==> src/rtl/sy_dpram_fifo_pkg.sv <==
// Shared definitions for the dual-port-RAM FIFO controller: default geometry,
// the registered flag bundle and the pointer-pair occupancy function.
package sy_dpram_fifo_pkg;

  localparam int DEF_WD    = 8;
  localparam int DEF_AD    = 4;
  localparam int DEF_DP    = 2 ** DEF_AD;
  localparam int DEF_PTR_W = DEF_AD + 1;

  typedef struct packed {
    logic full;
    logic empty;
    logic almost_full;
    logic almost_empty;
  } fifo_flags_t;

  // Occupancy from a pointer pair of width ad+1; wraps modulo 2**(ad+1).
  function automatic int unsigned ptr_count(input int unsigned wp,
                                            input int unsigned rp,
                                            input int unsigned ad);
    int unsigned mask;
    mask = (32'd1 << (ad + 1)) - 32'd1;
    return (wp - rp) & mask;
  endfunction

endpackage

==> src/rtl/sy_dpram_fifo_if.sv <==
// Push/pop stream interface of the FIFO: requests, pop data and status flags.
interface sy_dpram_fifo_if
  import sy_dpram_fifo_pkg::*;
#(
  parameter int WD = DEF_WD,
  parameter int AD = DEF_AD
);

  logic          clr;
  logic          wr_en;
  logic [WD-1:0] wr_data;
  logic          rd_en;
  logic [WD-1:0] rd_data;
  logic          rd_valid;
  logic          full;
  logic          empty;
  logic          almost_full;
  logic          almost_empty;
  logic [AD:0]   count;
  logic          ovf;
  logic          udf;

  modport master (
    output clr, wr_en, wr_data, rd_en,
    input  rd_data, rd_valid, full, empty, almost_full, almost_empty,
           count, ovf, udf
  );

  modport slave (
    input  clr, wr_en, wr_data, rd_en,
    output rd_data, rd_valid, full, empty, almost_full, almost_empty,
           count, ovf, udf
  );

endinterface

==> src/rtl/sy_fifo_ptr.sv <==
// Pointer, occupancy and flag engine of the FIFO. Accept decisions use the
// registered flags; every status output is registered on the accepting edge.
module sy_fifo_ptr
  import sy_dpram_fifo_pkg::*;
#(
  parameter int AD    = DEF_AD,
  parameter int AF_TH = 2 ** AD - 2,
  parameter int AE_TH = 2
) (
  input  logic          clk,
  input  logic          rst_n,
  input  logic          clr,
  input  logic          wr_en,
  input  logic          rd_en,
  output logic          wr_ok,
  output logic          rd_ok,
  output logic [AD-1:0] wr_addr,
  output logic [AD-1:0] rd_addr,
  output logic [AD:0]   count,
  output logic          full,
  output logic          empty,
  output logic          almost_full,
  output logic          almost_empty,
  output logic          ovf,
  output logic          udf
);

  localparam int           PW    = AD + 1;
  localparam logic [AD:0]  ONE   = {{AD{1'b0}}, 1'b1};
  localparam logic [AD:0]  AF_C  = PW'(AF_TH);
  localparam logic [AD:0]  AE_C  = PW'(AE_TH);
  localparam fifo_flags_t  FLG_RST = '{full: 1'b0, empty: 1'b1,
                                       almost_full: (AF_TH <= 0),
                                       almost_empty: 1'b1};

  logic [AD:0] wr_ptr, rd_ptr;
  logic [AD:0] wp_nxt, rp_nxt, cnt_nxt;
  fifo_flags_t flg_q, flg_nxt;

  // A flush in the same cycle swallows both requests without touching RAM.
  assign wr_ok = wr_en & ~flg_q.full  & ~clr;
  assign rd_ok = rd_en & ~flg_q.empty & ~clr;

  always_comb begin
    wp_nxt  = wr_ptr + {{AD{1'b0}}, wr_ok};
    rp_nxt  = rd_ptr + {{AD{1'b0}}, rd_ok};
    cnt_nxt = count;
    case ({wr_ok, rd_ok})
      2'b10:   cnt_nxt = count + ONE;
      2'b01:   cnt_nxt = count - ONE;
      default: cnt_nxt = count;
    endcase
    flg_nxt.full         = (wp_nxt[AD] != rp_nxt[AD]) &&
                           (wp_nxt[AD-1:0] == rp_nxt[AD-1:0]);
    flg_nxt.empty        = (wp_nxt == rp_nxt);
    flg_nxt.almost_full  = (cnt_nxt >= AF_C);
    flg_nxt.almost_empty = (cnt_nxt <= AE_C);
  end

  always_ff @(posedge clk or negedge rst_n) begin
    if (!rst_n) begin
      wr_ptr <= '0;
      rd_ptr <= '0;
      count  <= '0;
      flg_q  <= FLG_RST;
      ovf    <= 1'b0;
      udf    <= 1'b0;
    end else if (clr) begin
      wr_ptr <= '0;
      rd_ptr <= '0;
      count  <= '0;
      flg_q  <= FLG_RST;
      ovf    <= 1'b0;
      udf    <= 1'b0;
    end else begin
      wr_ptr <= wp_nxt;
      rd_ptr <= rp_nxt;
      count  <= cnt_nxt;
      flg_q  <= flg_nxt;
      if (wr_en && flg_q.full)  ovf <= 1'b1;
      if (rd_en && flg_q.empty) udf <= 1'b1;
    end
  end

  assign wr_addr      = wr_ptr[AD-1:0];
  assign rd_addr      = rd_ptr[AD-1:0];
  assign full         = flg_q.full;
  assign empty        = flg_q.empty;
  assign almost_full  = flg_q.almost_full;
  assign almost_empty = flg_q.almost_empty;

  // The up/down counter must always agree with the pointer difference.
  logic [AD:0] ptr_diff;
  assign ptr_diff = PW'(ptr_count(32'(wr_ptr), 32'(rd_ptr), AD));

  a_count_matches_ptrs: assert property (
    @(posedge clk) disable iff (!rst_n) ptr_diff == count
  );

endmodule

==> src/rtl/sy_dpram_fifo.sv <==
// FIFO controller in front of a true dual-port RAM: port A writes, port B reads,
// pop data comes straight from the RAM's registered port B output.
module sy_dpram_fifo
  import sy_dpram_fifo_pkg::*;
#(
  parameter int WD    = DEF_WD,
  parameter int AD    = DEF_AD,
  parameter int AF_TH = 2 ** AD - 2,
  parameter int AE_TH = 2
) (
  input  logic                clk,
  input  logic                rst_n,
  sy_dpram_fifo_if.slave      fif,
  output logic                ram_cs_n,
  output logic                ram_aw_r_n,
  output logic [AD-1:0]       ram_addr_a,
  output logic [WD-1:0]       ram_din_a,
  output logic                ram_bw_r_n,
  output logic [AD-1:0]       ram_addr_b,
  input  logic [WD-1:0]       ram_dout_b
);

  logic          wr_ok, rd_ok;
  logic [AD-1:0] wr_addr, rd_addr;
  logic          rd_vld_p1;

  sy_fifo_ptr #(
    .AD    (AD),
    .AF_TH (AF_TH),
    .AE_TH (AE_TH)
  ) u_ptr (
    .clk          (clk),
    .rst_n        (rst_n),
    .clr          (fif.clr),
    .wr_en        (fif.wr_en),
    .rd_en        (fif.rd_en),
    .wr_ok        (wr_ok),
    .rd_ok        (rd_ok),
    .wr_addr      (wr_addr),
    .rd_addr      (rd_addr),
    .count        (fif.count),
    .full         (fif.full),
    .empty        (fif.empty),
    .almost_full  (fif.almost_full),
    .almost_empty (fif.almost_empty),
    .ovf          (fif.ovf),
    .udf          (fif.udf)
  );

  // Chip select follows reset directly so the first edge after release can write.
  assign ram_cs_n   = ~rst_n;
  assign ram_aw_r_n = wr_ok;
  assign ram_addr_a = wr_addr;
  assign ram_din_a  = fif.wr_data;
  assign ram_bw_r_n = 1'b0;
  assign ram_addr_b = rd_addr;

  // Stage p1: RAM latches the popped word on the same edge that registers rd_ok.
  always_ff @(posedge clk or negedge rst_n) begin
    if (!rst_n)       rd_vld_p1 <= 1'b0;
    else if (fif.clr) rd_vld_p1 <= 1'b0;
    else              rd_vld_p1 <= rd_ok;
  end

  assign fif.rd_valid = rd_vld_p1;
  assign fif.rd_data  = ram_dout_b;

endmodule

==> src/flat_wrapper.sv <==
// flat-port wrapper written by rule: the top's interface ports become plain ports
module sy_dpram_fifo_flat import sy_dpram_fifo_pkg::*;
#(
  parameter int WD    = DEF_WD,
  parameter int AD    = DEF_AD,
  parameter int AF_TH = 2 ** AD - 2,
  parameter int AE_TH = 2
)
  (clk, rst_n, ram_cs_n, ram_aw_r_n, ram_addr_a, ram_din_a, ram_bw_r_n, ram_addr_b, ram_dout_b, fif_clr, fif_wr_en, fif_wr_data, fif_rd_en, fif_rd_data, fif_rd_valid, fif_full, fif_empty, fif_almost_full, fif_almost_empty, fif_count, fif_ovf, fif_udf);
  sy_dpram_fifo_if #(.WD(WD), .AD(AD)) fif_i ();
  input  logic clk;
  input  logic rst_n;
  output logic ram_cs_n;
  output logic ram_aw_r_n;
  output logic [AD-1:0] ram_addr_a;
  output logic [WD-1:0] ram_din_a;
  output logic ram_bw_r_n;
  output logic [AD-1:0] ram_addr_b;
  input  logic [WD-1:0] ram_dout_b;
  input wire logic [$bits(fif_i.clr)-1:0] fif_clr;
  input wire logic [$bits(fif_i.wr_en)-1:0] fif_wr_en;
  input wire logic [$bits(fif_i.wr_data)-1:0] fif_wr_data;
  input wire logic [$bits(fif_i.rd_en)-1:0] fif_rd_en;
  output wire logic [$bits(fif_i.rd_data)-1:0] fif_rd_data;
  output wire logic [$bits(fif_i.rd_valid)-1:0] fif_rd_valid;
  output wire logic [$bits(fif_i.full)-1:0] fif_full;
  output wire logic [$bits(fif_i.empty)-1:0] fif_empty;
  output wire logic [$bits(fif_i.almost_full)-1:0] fif_almost_full;
  output wire logic [$bits(fif_i.almost_empty)-1:0] fif_almost_empty;
  output wire logic [$bits(fif_i.count)-1:0] fif_count;
  output wire logic [$bits(fif_i.ovf)-1:0] fif_ovf;
  output wire logic [$bits(fif_i.udf)-1:0] fif_udf;
  assign fif_i.clr = fif_clr;
  assign fif_i.wr_en = fif_wr_en;
  assign fif_i.wr_data = fif_wr_data;
  assign fif_i.rd_en = fif_rd_en;
  assign fif_rd_data = fif_i.rd_data;
  assign fif_rd_valid = fif_i.rd_valid;
  assign fif_full = fif_i.full;
  assign fif_empty = fif_i.empty;
  assign fif_almost_full = fif_i.almost_full;
  assign fif_almost_empty = fif_i.almost_empty;
  assign fif_count = fif_i.count;
  assign fif_ovf = fif_i.ovf;
  assign fif_udf = fif_i.udf;
  sy_dpram_fifo #(.WD(WD), .AD(AD), .AF_TH(AF_TH), .AE_TH(AE_TH)) u_core (.clk(clk), .rst_n(rst_n), .fif(fif_i), .ram_cs_n(ram_cs_n), .ram_aw_r_n(ram_aw_r_n), .ram_addr_a(ram_addr_a), .ram_din_a(ram_din_a), .ram_bw_r_n(ram_bw_r_n), .ram_addr_b(ram_addr_b), .ram_dout_b(ram_dout_b));
endmodule
==> config.mk <==
export PLATFORM = sky130hd
export DESIGN_NAME = sy_dpram_fifo_flat
export DESIGN_NICKNAME = d
export VERILOG_FILES = /design/src/rtl/sy_dpram_fifo_pkg.sv /design/src/rtl/sy_dpram_fifo_if.sv /design/src/rtl/sy_fifo_ptr.sv /design/src/rtl/sy_dpram_fifo.sv /design/src/flat_wrapper.sv
export SDC_FILE = /design/constraint.sdc
export NUM_CORES = 1
export LEC_CHECK = 0
export CELL_PAD_IN_SITES_DETAIL_PLACEMENT = 1
export CELL_PAD_IN_SITES_GLOBAL_PLACEMENT = 2
export CORE_MARGIN = 10
export CORE_UTILIZATION = 21
export CTS_CLUSTER_SIZE = 8
export DETAILED_ROUTE_END_ITERATION = 10
export GPL_TIMING_DRIVEN = 0
export PLACE_DENSITY_LB_ADDON = 0.1
export SLEW_MARGIN = 20
export SYNTH_ARGS = -nofsm -noshare
export SYNTH_HDL_FRONTEND = slang
export SYNTH_HIERARCHICAL = 1
export SYNTH_SLANG_ARGS = --single-unit
==> constraint.sdc <==
create_clock -name clk -period 2 [get_ports clk]
set_input_delay 0.4 -clock clk [delete_from_list [all_inputs] [get_ports clk]]
set_output_delay 0.4 -clock clk [all_outputs]
set_load 0.02 [all_outputs]
==> flow_metrics.py, run 1 <==
metrics = {
    "sta": {
        "worst_slew_pin_slew_ns": 0.526,
        "period_share": 1.07,
        "finalHoldViolations": 0,
        "fin_skew_ns": 0.00303,
        "worst_slack_ns": -0.135,
        "setup_viol": 3,
        "fin_setup_tns_ns": -0.330,
        "fmax_mhz": 468,
        "rsz0062_at_grt": "yes",
        "slew_headroom": 0.650,
        "whs_ns": 0.107,
        "fin_crit_ns": 2.13,
        "slew_violations": 0,
    },
    "route": {
        "drt-total-wl_mm": 3.82,
        "dr_total_vias": 1067,
        "viasPerCell": 4.09,
        "wl_per_cell_um": 14.6,
        "drc": 0,
        "first_pass_iters": 3,
        "first_iter_violations": 16,
        "ant_nets": 0,
    },
    "floorplan": {
        "initial_utilization": 0.219,
        "fp.dieH_um": 99.2,
        "num_rows": 28,
        "die_w_um": 99.2,
        "core_area_sq_mm": 0.00603,
        "ios": 60,
        "dieArea_sq_mm": 0.00985,
    },
    "placement": {
        "dpl.hpwl_mm": 3.07,
        "dp_cells": 251,
        "port-buffer-count": 42,
        "place.gp.congestion": 0.696,
    },
    "worst_setup_path": {
        "worst_setup_path_end_kind": "register",
        "path_delay_family": "flip-flops",
        "worst-path-max-fanout": 3,
        "cp-endpoint": "u_core/u_ptr/almost_empty$_DFF_PN1_",
        "path_cells": "nor3b_4 -> ha_2 -> xor2_2 -> ha_4 -> a21oi_2 -> nor2b_1 -> o221ai_2 -> xor2_1 -> buf_4 -> a41o_1",
        "crit_cells": 10,
        "slowest_stage": "dfstp_2",
        "rrSetupSlack_ns": -0.13,
        "r2r_end": "u_core/u_ptr/almost_empty$_DFF_PN1_",
        "max_stage_delay_ns": 0.57,
        "crit_buf_inv": 1,
        "crit_required_ns": 2.21,
        "startpoint": "u_core/u_ptr/empty$_DFF_PN1_",
        "arrival_ns": 2.34,
        "criticalPathCategory": "register to register",
        "worstRegToRegCells": 10,
        "start_kind": "register",
        "r2r-start": "u_core/u_ptr/empty$_DFF_PN1_",
    },
    "grt": {
        "grt_pass1_vias": 1324,
        "grt_overflow_total": 0,
        "antenna_found_initial": 0,
        "grt_pass1_wl_mm": 6.38,
        "grt.total_usage": 0.0769,
        "grt_max_degree": 24,
    },
    "logic_synthesis": {
        "synth_seq_area_share": 0.419,
        "synthMuxAreaShare": 0,
        "ys_warn_count": 6,
        "synth_cell_types": 30,
        "syn_nets": 162,
        "synth_ff_type": "dfrtp_1",
        "ys_seq_elements": 22,
        "synth-adder-area-share": 0.0664,
        "ys_async_sr_fraction": 1.00,
        "netlist_area_sq_mm": 0.00132,
        "syn-instance-count": 134,
        "synthTopCellsByArea": "dfrtp_1 (38%), buf_4 (14%), ha_1 (6.6%), xnor2_1 (6.0%), xor2_1 (5.3%)",
        "yosysTopAreaCell": "dfrtp_1",
        "synth_top_area_frac": 0.380,
        "synth-simple-area-share": 0.151,
        "avgSynthCellArea_sq_um": 9.84,
        "synth_top_family_by_area": "buffers and inverters",
        "synth-compound-area-share": 0.0721,
        "synth_xor_area_frac": 0.113,
        "synth_edf_count": 0,
    },
    "hold_path": {
        "worstHoldPathType": "primary input to async pin",
    },
    "final_layout": {
        "final_nets": 215,
        "fin_util": 0.340,
        "area_delta_synth_final_pct": 55.5,
        "diodes": 0,
        "final_common_cell": "clkdlybuf4s50_1",
        "drive_above_1_share": 0.349,
        "final_cell_mix": "clkdlybuf4s50_1 (36), buf_4 (34), dfrtp_1 (20)",
        "fin_cells": 261,
    },
    "cts": {
        "cts-buffers-inserted": 3,
        "htreeDepth": 1,
        "clk_latency_ns": 0.26,
        "cts_root_buf": "clkbuf_8",
        "cts_hold_buf": 0,
        "cts_tree": "yes",
        "cts_sinks": 22,
        "cts_buffer_depth": 2,
        "clk_pin_slew_ns": 0.08,
    },
    "power": {
        "p_leak_uw": 0.000915,
        "power_density_mw_per_mm2": 535,
        "peakVddDrop_uv": 251,
    },
    "outcome": {
        "status": "complete, but fails checks",
        "violations": "setup timing",
    },
    "job": {
        "maxCapViolCount": 0,
    },
}
## per-layer routing
metal,routed length (um),global-route usage,share of wire
met1,1450,0.0776,0.38
met2,2000,0.141,0.52
met3,350,0.0353,0.092
met4,19,0.0165,0.0050
met5,0,0,0
## timing repair
| item | CTS | global route |
|---|---|---|
| buffers inserted | 6 | 2 |
| pin swaps | 7 | 8 |
| endpoints found under the setup margin | 19 | 7 |
| gates cloned | 0 | 0 |
| gates resized for setup | 20 | 11 |
## power breakdown
part	internal, uW	leakage, uW	switching (uW)
combinational	147	0.000590	145
sequential	466	0.000297	20.1
clock	175	0.0000288	145
total	788	0.000915	310
## worst min path at each step
stage,depth (start not counted),slack [ns],start,end
floorplan,0,0.10,rst_n,u_core/fif.rd_valid$_DFF_PN0_
global placement,2,0.48,u_core/u_ptr/udf$_DFFE_PN0P_,u_core/u_ptr/udf$_DFFE_PN0P_
detailed placement,2,0.49,u_core/u_ptr/ovf$_DFFE_PN0P_,u_core/u_ptr/ovf$_DFFE_PN0P_
CTS,1,0.13,rst_n,u_core/u_ptr/wr_ptr[1]$_DFF_PN0_
global route,1,0.15,rst_n,u_core/u_ptr/wr_ptr[3]$_DFF_PN0_
finish,1,0.11,rst_n,u_core/u_ptr/wr_ptr[1]$_DFF_PN0_
## synthesized netlist by cell type (all sizes together), types with 3 or more instances
library cell  count
xor2              8
a21oi             6
buf              27
nand2             5
nand3             5
ha                7
nor2b             7
clkbuf            3
nor3              3
nor2             17
xnor2             9
dfrtp            20
inv               4
## logic make-up after synthesis
kind of cell	count (synthesis)
AO/OA/AOI/OAI	13
XOR/XNOR	17
adder cells (fa/ha/maj)	7
buffers and inverters	34
flip-flops	22
other	1
AND/OR/NAND/NOR	40
## area by class of cell
class	count	area [sq um]
clock buffers	4	55.1
well taps	75	93.8
multi-input cells	78	654
fillers	699	3980
flip-flops and latches	22	553
repair buffers	50	472
inverters	4	15.0
plain buffers	28	208
## flip-flops by register name (all words and copies together), names as in the netlist
register	flops
u_core/fif.rd_valid	1
u_core/u_ptr/almost_empty	1
u_core/u_ptr/almost_full	1
u_core/u_ptr/count	5
u_core/u_ptr/empty	1
u_core/u_ptr/full	1
u_core/u_ptr/ovf	1
u_core/u_ptr/rd_ptr	5
u_core/u_ptr/udf	1
u_core/u_ptr/wr_ptr	5
## metrics by stage
stage	cell area (sq um)	total power (uW)	setup WS, ns
finish	2050	1100	-0.135
detailed placement	1880	780	-1.25
global route	2050	1170	-0.271
CTS	1980	1110	-0.205
floorplan	1370	659	-0.209
global placement	1880	776	-1.19
No activity file was read; power rests on OpenSTA's default activity.
==> run 2: changes to the inputs <==
--- a/config.mk
+++ b/config.mk
@@ -7,7 +7,6 @@
 export LEC_CHECK = 0
 export CELL_PAD_IN_SITES_DETAIL_PLACEMENT = 1
 export CELL_PAD_IN_SITES_GLOBAL_PLACEMENT = 2
-export CORE_MARGIN = 10
 export CORE_UTILIZATION = 21
 export CTS_CLUSTER_SIZE = 8
 export DETAILED_ROUTE_END_ITERATION = 10
==> run 2 against run 1 <==
  * The run still ends with setup timing left
  * Die area shrank 33%
  * Clock skew is essentially flat
  * Final area shrank 0.31%
  * Combinational power shrank 3%
  * Global-route usage grew 2.8 points
  * Sequential power is essentially flat
  * Utilization grew 0.095 points
  * Flip-flop and latch count is the same
  * Routed wire length shrank 17%
  * Highest routed layer unchanged
==> flow_metrics.py, run 2 (synthesis results as in run 1) <==
metrics = {
    "hold_path": {
        "worstHoldPathType": "primary input to async pin",
    },
    "power": {
        "power_density_mw_per_mm2": 534,
        "switching_share": 0.283,
        "peakVddDrop_uv": 201,
        "p_seq_frac": 0.444,
        "pwr-share-clk": 0.297,
        "p_comb_frac": 0.258,
        "switchingPower_uw": 309,
        "p_int_uw": 782,
        "p_leak_uw": 0.000889,
    },
    "cts": {
        "cts-buffers-inserted": 3,
        "cts_root_buf": "clkbuf_8",
        "cts_sinks": 22,
        "cts_hold_buf": 0,
        "clk_pin_slew_ns": 0.08,
        "htreeDepth": 1,
        "cts_buffer_depth": 2,
        "cts_tree": "yes",
        "clk_latency_ns": 0.26,
    },
    "sta": {
        "finalHoldViolations": 0,
        "setup_viol": 3,
        "fin_skew_ns": 0.00307,
        "slew_violations": 0,
        "fin_crit_ns": 2.07,
        "worst_slack_ns": -0.0727,
        "rsz0062_at_grt": "yes",
        "fmax_mhz": 482,
        "period_share": 1.04,
    },
    "outcome": {
        "status": "complete, but fails checks",
        "violations": "setup timing",
    },
    "final_layout": {
        "seqCellArea_sq_um": 553,
        "fin_cells": 256,
        "final_cell_mix": "clkdlybuf4s50_1 (37), buf_4 (29), dfrtp_1 (20)",
        "drive_above_1_share": 0.359,
        "area_delta_synth_final_pct": 55.0,
        "final_common_cell": "clkdlybuf4s50_1",
        "fillers": 688,
        "final_nets": 210,
        "design_area_sq_mm": 0.00204,
        "largestRegisters": "u_core/u_ptr/count x5, u_core/u_ptr/rd_ptr x5, u_core/u_ptr/wr_ptr x5",
        "multi_input_area_sq_um": 686,
        "diodes": 0,
    },
    "grt": {
        "grt_overflow_total": 0,
        "antenna_found_initial": 0,
        "grt_pass1_vias": 1069,
        "grt_pass1_wl_mm": 5.16,
        "grt_max_degree": 24,
        "grt.total_usage": 0.105,
    },
    "worst_setup_path": {
        "startpoint": "u_core/u_ptr/empty$_DFF_PN1_",
        "r2r_end": "u_core/u_ptr/almost_empty$_DFF_PN1_",
        "start_kind": "register",
        "worst-path-max-fanout": 3,
        "worst_setup_path_end_kind": "register",
        "crit_required_ns": 2.21,
        "arrival_ns": 2.28,
        "criticalPathCategory": "register to register",
        "r2r-start": "u_core/u_ptr/empty$_DFF_PN1_",
        "worstRegToRegCells": 9,
        "rrSetupSlack_ns": -0.07,
    },
    "placement": {
        "dp_cells": 251,
        "port-buffer-count": 42,
        "place.gp.congestion": 0.695,
        "dpl.hpwl_mm": 2.46,
        "pre_cts_slack_ns": -1.17,
        "dpl-instance-area_sq_mm": 0.00188,
    },
    "floorplan": {
        "die_w_um": 81.2,
        "initial_utilization": 0.220,
        "num_rows": 28,
        "fp.dieH_um": 81.2,
        "ios": 60,
        "dieArea_sq_mm": 0.00660,
        "core_area_sq_mm": 0.00599,
    },
    "job": {
        "maxCapViolCount": 0,
    },
    "route": {
        "drc": 0,
        "ant_nets": 0,
        "dr_total_vias": 1047,
        "first_pass_iters": 3,
        "first_iter_violations": 31,
        "viasPerCell": 4.09,
        "drt-total-wl_mm": 3.18,
        "wl_per_cell_um": 12.4,
    },
}
run 2: cell count changes in the layout (fill, tap and decap cells not counted), sizes merged:
cell / previous run / this run
buf: 36 / 30
clkbuf: 6 / 7
clkdlybuf4s50: 36 / 37
dlymetal6s2s: 1 / 0
run 2: through the flow:
step / utilization / total power [uW] / setup TNS, ns / hold slack (ns)
3_5_place_dp: 0.314 / 775 / -12.80 / 0.500
4_1_cts: 0.326 / 1100 / -0.364 / 0.129
2_1_floorplan: - / 659 / -0.613 / 0.104
3_3_place_gp: 0.314 / 772 / -12.58 / 0.481
5_1_grt: 0.341 / 1150 / -0.726 / 0.0735
6_report: 0.341 / 1090 / -0.153 / 0.0513
run 2: critical path, stage by stage, from the launching register on:
cell,delay [ns]
dfstp_2,0.57
nor3b_4,0.06
ha_2,0.21
xor2_2,0.14
ha_2,0.20
a21oi_2,0.13
nor2b_1,0.06
o221ai_2,0.24
xor2_2,0.22
a41o_1,0.18
run 2: how the worst max path moves through the flow:
| stage | endpoint | cells after the start |
|---|---|---|
| after global routing | u_core/u_ptr/almost_empty$_DFF_PN1_ | 9 |
| final | u_core/u_ptr/almost_empty$_DFF_PN1_ | 9 |
| after CTS | u_core/u_ptr/almost_empty$_DFF_PN1_ | 10 |
| after floorplan | u_core/u_ptr/almost_empty$_DFF_PN1_ | 11 |
| after global placement | u_core/u_ptr/almost_empty$_DFF_PN1_ | 12 |
| after detailed placement | u_core/u_ptr/almost_empty$_DFF_PN1_ | 12 |
run 2: repair_timing:
item                                    CTS  global route
pin swaps                                10            16
resized for setup                        20            17
setup buffers                             2             2
endpoints found under the setup margin   19             8
cloned                                    0             0
run 2: power groups by stage:
| stage | Clock, uW | Combinational [uW] | Sequential, uW |
|---|---|---|---|
| after floorplan | 0 | 151 | 508 |
| after global placement | 0 | 278 | 493 |
| after detailed placement | 0 | 281 | 494 |
| after CTS | 336 | 279 | 486 |
| after global routing | 354 | 308 | 489 |
| final | 324 | 282 | 485 |
run 2: layout make-up:
cell class / instances / area share
sequential: 22 / 0.271
tap: 75 / 0.0459
buffer: 28 / 0.102
inverter: 4 / 0.00734
multi-input combinational: 78 / 0.335
clock buffer: 4 / 0.0269
timing repair buffer: 45 / 0.212
run 2: metal layers:
layer | track usage | wire, um | vias to the layer above | share of wire
li1 | - | - | 498 | -
met5 | 0 | 0 | - | 0
met4 | 0.0429 | 39 | 0 | 0.012
met1 | 0.134 | 1360 | 511 | 0.43
met2 | 0.176 | 1640 | 34 | 0.51
met3 | 0.0157 | 142 | 4 | 0.045
